===== src/rtl/clock_divider.sv =====
// Programmable clock divider: registered divided clock, period-start tick and load acknowledge.
// Optional feature macro: CLOCK_DIVIDER_TICK_EN builds the tick register; otherwise tick is tied low.
module clock_divider #(
    parameter int               WIDTH     = 16,
    parameter logic [WIDTH-1:0] DIV_RESET = WIDTH'(10)
) (
    input  logic             clk,
    input  logic             rst_n,
    input  logic             en,
    input  logic [WIDTH-1:0] div,
    input  logic             load,
    output logic             clk_out,
    output logic             tick,
    output logic             ack
);

    logic [WIDTH-1:0] a_q, a_d;
    logic [WIDTH-1:0] p_q, p_d;
    logic             pf_q, pf_d;
    logic [WIDTH-1:0] cnt_q, cnt_d;
    logic             clk_out_q, clk_out_d;
    logic             ack_q, ack_d;
    logic [WIDTH-1:0] div_sat;
    logic             wrap;

    // Divisors below 2 cannot form a period with both phases, so clamp to 2.
    assign div_sat = (div < WIDTH'(2)) ? WIDTH'(2) : div;
    assign wrap    = (cnt_q == a_q - WIDTH'(1));

    always_comb begin
        a_d       = a_q;
        p_d       = p_q;
        pf_d      = pf_q;
        cnt_d     = cnt_q;
        clk_out_d = clk_out_q;
        ack_d     = 1'b0;
        if (en) begin
            if (wrap) begin
                cnt_d = '0;
                if (load) begin
                    a_d   = div_sat;
                    ack_d = 1'b1;
                    pf_d  = 1'b0;
                end else if (pf_q) begin
                    a_d   = p_q;
                    ack_d = 1'b1;
                    pf_d  = 1'b0;
                end
            end else begin
                cnt_d = cnt_q + WIDTH'(1);
                if (load) begin
                    p_d  = div_sat;
                    pf_d = 1'b1;
                end
            end
            // High phase is the ceiling half so odd divisors stretch the high time.
            clk_out_d = (cnt_d < (a_d - (a_d >> 1)));
        end else if (load) begin
            p_d  = div_sat;
            pf_d = 1'b1;
        end
    end

    always_ff @(posedge clk or negedge rst_n) begin
        if (!rst_n) begin
            a_q       <= DIV_RESET;
            p_q       <= '0;
            pf_q      <= 1'b0;
            cnt_q     <= DIV_RESET - WIDTH'(1);
            clk_out_q <= 1'b0;
            ack_q     <= 1'b0;
        end else begin
            a_q       <= a_d;
            p_q       <= p_d;
            pf_q      <= pf_d;
            cnt_q     <= cnt_d;
            clk_out_q <= clk_out_d;
            ack_q     <= ack_d;
        end
    end

    assign clk_out = clk_out_q;
    assign ack     = ack_q;

`ifdef CLOCK_DIVIDER_TICK_EN
    logic tick_q, tick_d;

    always_comb begin
        tick_d = en && wrap;
    end

    always_ff @(posedge clk or negedge rst_n) begin
        if (!rst_n) begin
            tick_q <= 1'b0;
        end else begin
            tick_q <= tick_d;
        end
    end

    assign tick = tick_q;
`else
    assign tick = 1'b0;
`endif

endmodule


===== config.mk =====
export PLATFORM = sky130hd
export DESIGN_NAME = clock_divider
export DESIGN_NICKNAME = d
export VERILOG_FILES = /design/src/rtl/clock_divider.sv
export SDC_FILE = /design/constraint.sdc
export NUM_CORES = 1
export LEC_CHECK = 0
export BUFFER_PORTS_ARGS = -buffer_cell sky130_fd_sc_hd__buf_2
export CAP_MARGIN = 20
export CORE_AREA = 2 2 98 100
export DETAILED_ROUTE_END_ITERATION = 10
export DIE_AREA = 0 0 100 102
export PLACE_DENSITY = 0.75
export SYNTH_ARGS = -nofsm -noshare
export SYNTH_HDL_FRONTEND = slang
export SYNTH_SLANG_ARGS = --single-unit

===== constraint.sdc =====
create_clock -name clk -period 5.4 [get_ports clk]
set_clock_uncertainty 0.05 [all_clocks]
set_input_delay 1.08 -clock clk [delete_from_list [all_inputs] [get_ports clk]]
set_output_delay 1.08 -clock clk [all_outputs]
set_load 0.05 [all_outputs]

==> impl_metrics.tcl, run 1 <==
set metrics [dict create \
    die-area_sq_um 10200 \
    cts_hold_buf 0 \
    critPathMaxFanout 11 \
    antenna_found_initial 0 \
    min_path_cells 1 \
    criticalPathCategory "flop to flop" \
    cts.sinks 51 \
    final_cell_mix "nor2_1, dfrtp_1, buf_4" \
    min_to "p_q[0]$_DFFE_PN0P_" \
    cp-startpoint "a_q[1]$_DFFE_PN1P_" \
    rr_startpoint "a_q[1]$_DFFE_PN1P_" \
    share_comb_of_total_power 0.383 \
    maxCapViolations 0 \
    worst_slack_ns 0.0655 \
    clk_pin_slew_ns 0.11 \
    clk_path_buf_depth 2 \
    synthTopCellsByArea "dfrtp_1, ha_1, xnor2_1, nor2_1, o22a_1" \
    htree_levels 2 \
    layout-drive-gt1-share 0.229 \
    synth.avg_cell_area_sq_um 8.71 \
    yosys.area.top_type "dfrtp_1" \
    reg2reg_slack_ns 0.07 \
    track_usage 0.231 \
    gp_congestion 0.906 \
    internal_power_mw 0.724 \
    p_sw_mw 0.417 \
    final_common_cell "nor2_1" \
    yosysSeqAreaShare 0.288 \
    start_util 0.488 \
    power_density_nw_per_um2 226 \
    hp-start "p_q[0]$_DFFE_PN0P_" \
    drc 0 \
    dp_hpwl_um 8510 \
    vias 3829 \
    power_mw 1.14 \
    r2r-end "clk_out$_DFFE_PN0P_" \
    rsz0062_at_grt "yes" \
    status "complete, no violations" \
    synth-seq-cells 51 \
    finalNetCount 599 \
    routedWlPerCell_um 17.0 \
    yosysUniqueCellTypes 63 \
    grt_pass1_vias 3875 \
    fillCellCount 847 \
    slew_violations 0 \
    clock_tree.root_cell "clkbuf_8" \
    port_buffers 21 \
    grt_overflow 0 \
    min_period_ns 5.33 \
    setup_viol 0 \
    first_pass_iters 5 \
    final_core_util 0.555 \
    clk_latency_ns 0.31 \
    ir_worst_vdd_mv 0.115 \
    switching_share 0.365 \
    synth_top_area_share 0.265 \
    clockPowerShare 0.208 \
    synth-edff-count 0 \
    end_kind "flop" \
    antenna_cells 0 \
    grt_max_degree 52 \
    async_flop_share 1.00 \
    pre_cts_slack_ns -0.110 \
    required_ns 5.54 \
    clock.fmax_mhz 187 \
    routed_wl_um 11200 \
    viasPerCell 5.82 \
    synth_warnings 0 \
    synthFlopType "dfrtp_1" \
    fin_area_sq_um 5060 \
    row_count 35 \
    cp.arrival_ns 5.47 \
    crit_path_start_kind "flop" \
    relSlewSlack 0.390 \
    syn_inst 510 \
    drtIter0Drc 226 \
    fin_crit_sh 0.988 \
    tightest_slew_ns 0.911 \
    grt_pass1_wl_um 19000 \
    p_seq_frac 0.408 \
    area_growth_pct 13.8 \
    fp.dieH_um 102 \
    cts_tree "yes" \
    placed_area_sq_um 4810 \
    die_x_um 100 \
    design.portCount 23 \
    p_leak_nw 2.38 \
    finalSetupTns_ns 0 \
    ant_nets 0 \
    ff2ff_path_depth 24 \
    synth_area_sq_um 4440 \
    numCtsBuffers 5 \
    core_area_sq_um 9110 \
    hold_viol 0 \
    hold_path.class "flop to flop" \
    syn_nets 563 \
]
-- layer usage --
metal	track usage	up-vias	part of all wire
met1	0.317	1842	0.46
met5	0	-	0
met3	0.0233	13	0.040
met4	0.0400	0	0.013
li1	-	1896	-
met2	0.404	78	0.49
-- cells in the mapped netlist, drive strengths merged (5+ instances only) --
cell type / count
or3: 5
and3: 14
dfrtp: 47
nor2b: 13
nor4: 7
clkbuf: 16
a21o: 12
nand2b: 5
buf: 14
nand2: 13
a22o: 14
nand3: 12
o21ai: 25
ha: 32
o22ai: 10
mux2: 20
xnor2: 26
a21oi: 31
xor2: 16
inv: 35
nor3: 14
nor2: 54
o22a: 18
-- metrics by stage --
step                      hold WS (ns)  instances
after global placement           0.441        647
final                            0.468        658
after floorplan                  0.430        510
after detailed placement         0.448        647
after global routing             0.493        658
after CTS                        0.472        657
-- kinds of logic (layout without fill, tap and decap cells) --
family                     after synthesis  count (layout)  share of synthesized area
and+or+nand+nor                        160             160                      0.195
AOI/OAI and AO/OA                      136             136                      0.210
buffers and inverters                   65             102                     0.0645
DFF                                     51              51                      0.288
xor gates and xnor gates                42              42                     0.0828
adders and majority gates               33              33                     0.0946
muxes                                   22              22                     0.0636
other                                    1               1                   0.000844
-- final cells by class --
type,count,area (sq um),area share
timing repair buffer,59,398,0.0787
clock inverter,2,16.3,0.00322
clock buffer,6,72.6,0.0144
inverter,35,131,0.0260
multi-input combinational,394,3020,0.597
tap,111,139,0.0275
sequential,51,1280,0.253
-- state kept, by name, indices dropped and copies added, names as in the netlist --
signal and count:
cnt_q 16, ack 1, clk_out 1, pf_q 1, a_q 16, p_q 16
-- critical path, cell delays in order (launching register included) --
cell and delay [ns]:
dfstp_2 0.54, inv_1 0.06, ha_2 0.19, nor2b_1 0.13, or3_1 0.35, a31oi_1 0.17
nand4_1 0.15, a2111oi_4 0.36, and3b_2 0.29, buf_6 0.16, o22a_1 0.18, inv_1 0.06
ha_1 0.22, or3_4 0.39, o211ai_1 0.31, a31oi_2 0.17, a21o_1 0.22, a21oi_2 0.15
xor2_1 0.08, ha_1 0.30, nand2_1 0.09, a2111oi_4 0.35, nand2_1 0.08, o2111ai_1 0.11
a31oi_1 0.07
-- power by group through the flow --
stage	Combinational, mW	Sequential (mW)	Clock, mW
global placement	0.401	0.471	0
global route	0.491	0.472	0.255
finish	0.437	0.466	0.238
detailed placement	0.412	0.473	0
floorplan	0.307	0.456	0
CTS	0.427	0.466	0.242
-- how the worst max path moves through the flow --
stage	endpoint	slack [ns]	cells past startpoint
after CTS	clk_out$_DFFE_PN0P_	0.01	24
final	clk_out$_DFFE_PN0P_	0.07	24
after detailed placement	clk_out$_DFFE_PN0P_	-0.11	26
after global placement	clk_out$_DFFE_PN0P_	0.04	27
after global routing	clk_out$_DFFE_PN0P_	-0.26	25
after floorplan	clk_out$_DFFE_PN0P_	0.05	27
-- what timing repair did --
action	4_1_cts	5_1_grt
setup endpoints to repair	1	1
setup buffers	2	1
gates resized for setup	11	18
cloned	0	0
pin swaps	5	7
Power figures use the tool's default switching activity.
==> run 2: changes to the inputs <==
--- a/config.mk
+++ b/config.mk
@@ -7,10 +7,10 @@
 export LEC_CHECK = 0
 export BUFFER_PORTS_ARGS = -buffer_cell sky130_fd_sc_hd__buf_2
 export CAP_MARGIN = 20
-export CORE_AREA = 2 2 98 100
+export CORE_AREA = 2 2 92 94
 export DETAILED_ROUTE_END_ITERATION = 10
-export DIE_AREA = 0 0 100 102
-export PLACE_DENSITY = 0.75
+export DIE_AREA = 0 0 94 96
+export PLACE_DENSITY = 0.83
 export SYNTH_ARGS = -nofsm -noshare
 export SYNTH_HDL_FRONTEND = slang
 export SYNTH_SLANG_ARGS = --single-unit
==> run 2 against run 1 <==
  * Sequential share of layout area rose by 0.21 points
  * Largest cell class unchanged
  * Count of clock-buffer cells in the layout fell by 1
  * Cell count fell by 2.0%
  * Cell area fell by 0.82%
  * Utilization rose by 6.8 points
  * Register-to-register slack got worse by 0.06 ns
  * Critical endpoint unchanged
  * Combinational power barely moved
==> impl_metrics.tcl, run 2 (synthesized netlist as in run 1, its figures left out) <==
set metrics [dict create \
    clock.fmax_mhz 185 \
    antenna_cells 0 \
    hold_path.class "flop to flop" \
    dp_hpwl_um 8370 \
    routedWlPerCell_um 17.3 \
    cts_tree "yes" \
    p_sw_mw 0.436 \
    placed_cells 634 \
    track_usage 0.260 \
    setup_viol 0 \
    internal_power_mw 0.723 \
    die_x_um 94 \
    row_count 33 \
    end_kind "flop" \
    clk_path_buf_depth 2 \
    share_comb_of_total_power 0.377 \
    worst-path-buf-inv 4 \
    final_cell_mix "nor2_1, dfrtp_1, inv_1" \
    clockPowerShare 0.216 \
    relSlewSlack 0.378 \
    drtIter0Drc 275 \
    routed_wl_um 11200 \
    area_growth_pct 12.8 \
    maxCapViolations 0 \
    drc 0 \
    cp-startpoint "a_q[1]$_DFFE_PN1P_" \
    rr_startpoint "a_q[1]$_DFFE_PN1P_" \
    criticalPathCategory "flop to flop" \
    critPathMaxFanout 11 \
    core_area_sq_um 8050 \
    die-area_sq_um 9020 \
    ir_worst_vdd_mv 0.119 \
    reg_top3 "a_q (16), cnt_q (16), p_q (16)" \
    design.portCount 23 \
    multi_input_area_sq_um 3030 \
    htree_levels 2 \
    finalNonFillerCells 645 \
    numCtsBuffers 5 \
    grt_max_degree 52 \
    p_leak_nw 2.35 \
    regArea_sq_um 1280 \
    critPathSlowestCell "dfstp_2" \
    min_period_ns 5.40 \
    finalNetCount 592 \
    required_ns 5.55 \
    cts_hold_buf 0 \
    cpLargestDelayFamily "compound AO/OA/AOI/OAI gates" \
    gp_congestion 0.932 \
    cts.sinks 51 \
    vias 3908 \
    status "complete, no violations" \
    start_util 0.552 \
    final_common_cell "nor2_1" \
    switching_share 0.376 \
    clk_latency_ns 0.32 \
    reg2reg_slack_ns 0.003 \
    first_pass_iters 6 \
    slew_violations 0 \
    tightest_slew_ns 0.927 \
    rsz0062_at_grt "yes" \
    cp.arrival_ns 5.55 \
    antenna_found_initial 0 \
    fp.dieH_um 96 \
    crit_path_start_kind "flop" \
    finalSetupTns_ns 0 \
    fillCellCount 676 \
    port_buffers 21 \
    fin_crit_sh 0.999 \
    hold_viol 0 \
    ant_nets 0 \
    clock_tree.root_cell "clkbuf_8" \
    layout-drive-gt1-share 0.220 \
    critPathMaxStageDelay_ns 0.56 \
    p_seq_frac 0.406 \
    hp-start "p_q[15]$_DFFE_PN0P_" \
    power_density_nw_per_um2 231 \
    viasPerCell 6.06 \
    clk_pin_slew_ns 0.11 \
    grt_pass1_wl_um 18600 \
    grt_pass1_vias 3891 \
    grt_overflow 0 \
]
==> run 2: repair_timing <==
item / in CTS / in global routing
pin swaps: 4 / 3
resized for setup: 12 / 17
endpoints found under the setup margin: 1 / 1
buffers inserted: 3 / 0
==> run 2: per-layer routing <==
layer / global-route usage / up-vias / wire length [um]
li1: - / 1883 / -
met1: 0.349 / 1879 / 4870
met2: 0.446 / 125 / 5380
met3: 0.0321 / 21 / 645
met4: 0.0725 / 0 / 263
met5: 0 / - / 0
==> run 2: through the flow <==
| stage | instance area (sq um) | utilization | power (mW) | hold WS, ns | worst slack, ns |
|---|---|---|---|---|---|
| after global routing | 5010 | 0.623 | 1.23 | 0.484 | -0.307 |
| after floorplan | 4460 | - | 0.763 | 0.430 | 0.0524 |
| after CTS | 4930 | 0.613 | 1.14 | 0.475 | 0.00942 |
| after global placement | 4750 | 0.591 | 0.869 | 0.440 | 0.0204 |
| after detailed placement | 4750 | 0.591 | 0.887 | 0.446 | -0.104 |
| final | 5010 | 0.623 | 1.16 | 0.473 | 0.00346 |
==> run 2: final cells by class <==
| class | instances | share of cell area |
|---|---|---|
| Timing Repair Buffer | 52 | 0.0681 |
| Tap cell | 105 | 0.0262 |
| Clock inverter | 3 | 0.00549 |
| Sequential cell | 51 | 0.255 |
| Inverter | 35 | 0.0262 |
| Clock buffer | 5 | 0.0137 |
| Multi-Input combinational cell | 394 | 0.605 |
==> run 2: power by group through the flow <==
stage	Combinational (mW)	Clock, mW	Sequential, mW
CTS	0.423	0.251	0.468
global placement	0.396	0	0.473
detailed placement	0.412	0	0.475
floorplan	0.307	0	0.456
global route	0.486	0.267	0.476
finish	0.437	0.251	0.471
==> run 2: path summary, 6_finish.rpt <==
| path | to | cells after the start |
|---|---|---|
| worst max-delay path | clk_out$_DFFE_PN0P_ | 25 |
| worst min-delay path | p_q[15]$_DFFE_PN0P_ | 1 |
| worst max register to register | clk_out$_DFFE_PN0P_ | 25 |
| worst min register to register | p_q[15]$_DFFE_PN0P_ | 1 |
| max in group asynchronous | p_q[2]$_DFFE_PN0P_ | 2 |
| min in group asynchronous | cnt_q[4]$_DFFE_PN0P_ | 2 |
==> run 2: worst reg2reg max path, stage by stage, from the launching register on <==
cell	delay [ns]
dfstp_2	0.56
inv_1	0.08
ha_4	0.17
or3b_4	0.27
nor3_2	0.05
a2111oi_1	0.45
nor3_2	0.09
a21oi_1	0.21
buf_4	0.17
and3b_2	0.25
buf_6	0.17
o22a_1	0.19
inv_1	0.06
ha_1	0.21
or3_1	0.39
o211ai_1	0.30
a31oi_2	0.16
a21o_1	0.22
a21oi_2	0.15
xor2_1	0.08
ha_1	0.30
nand2_1	0.09
a2111oi_4	0.35
nand2_1	0.09
o2111ai_1	0.11
a31oi_1	0.06
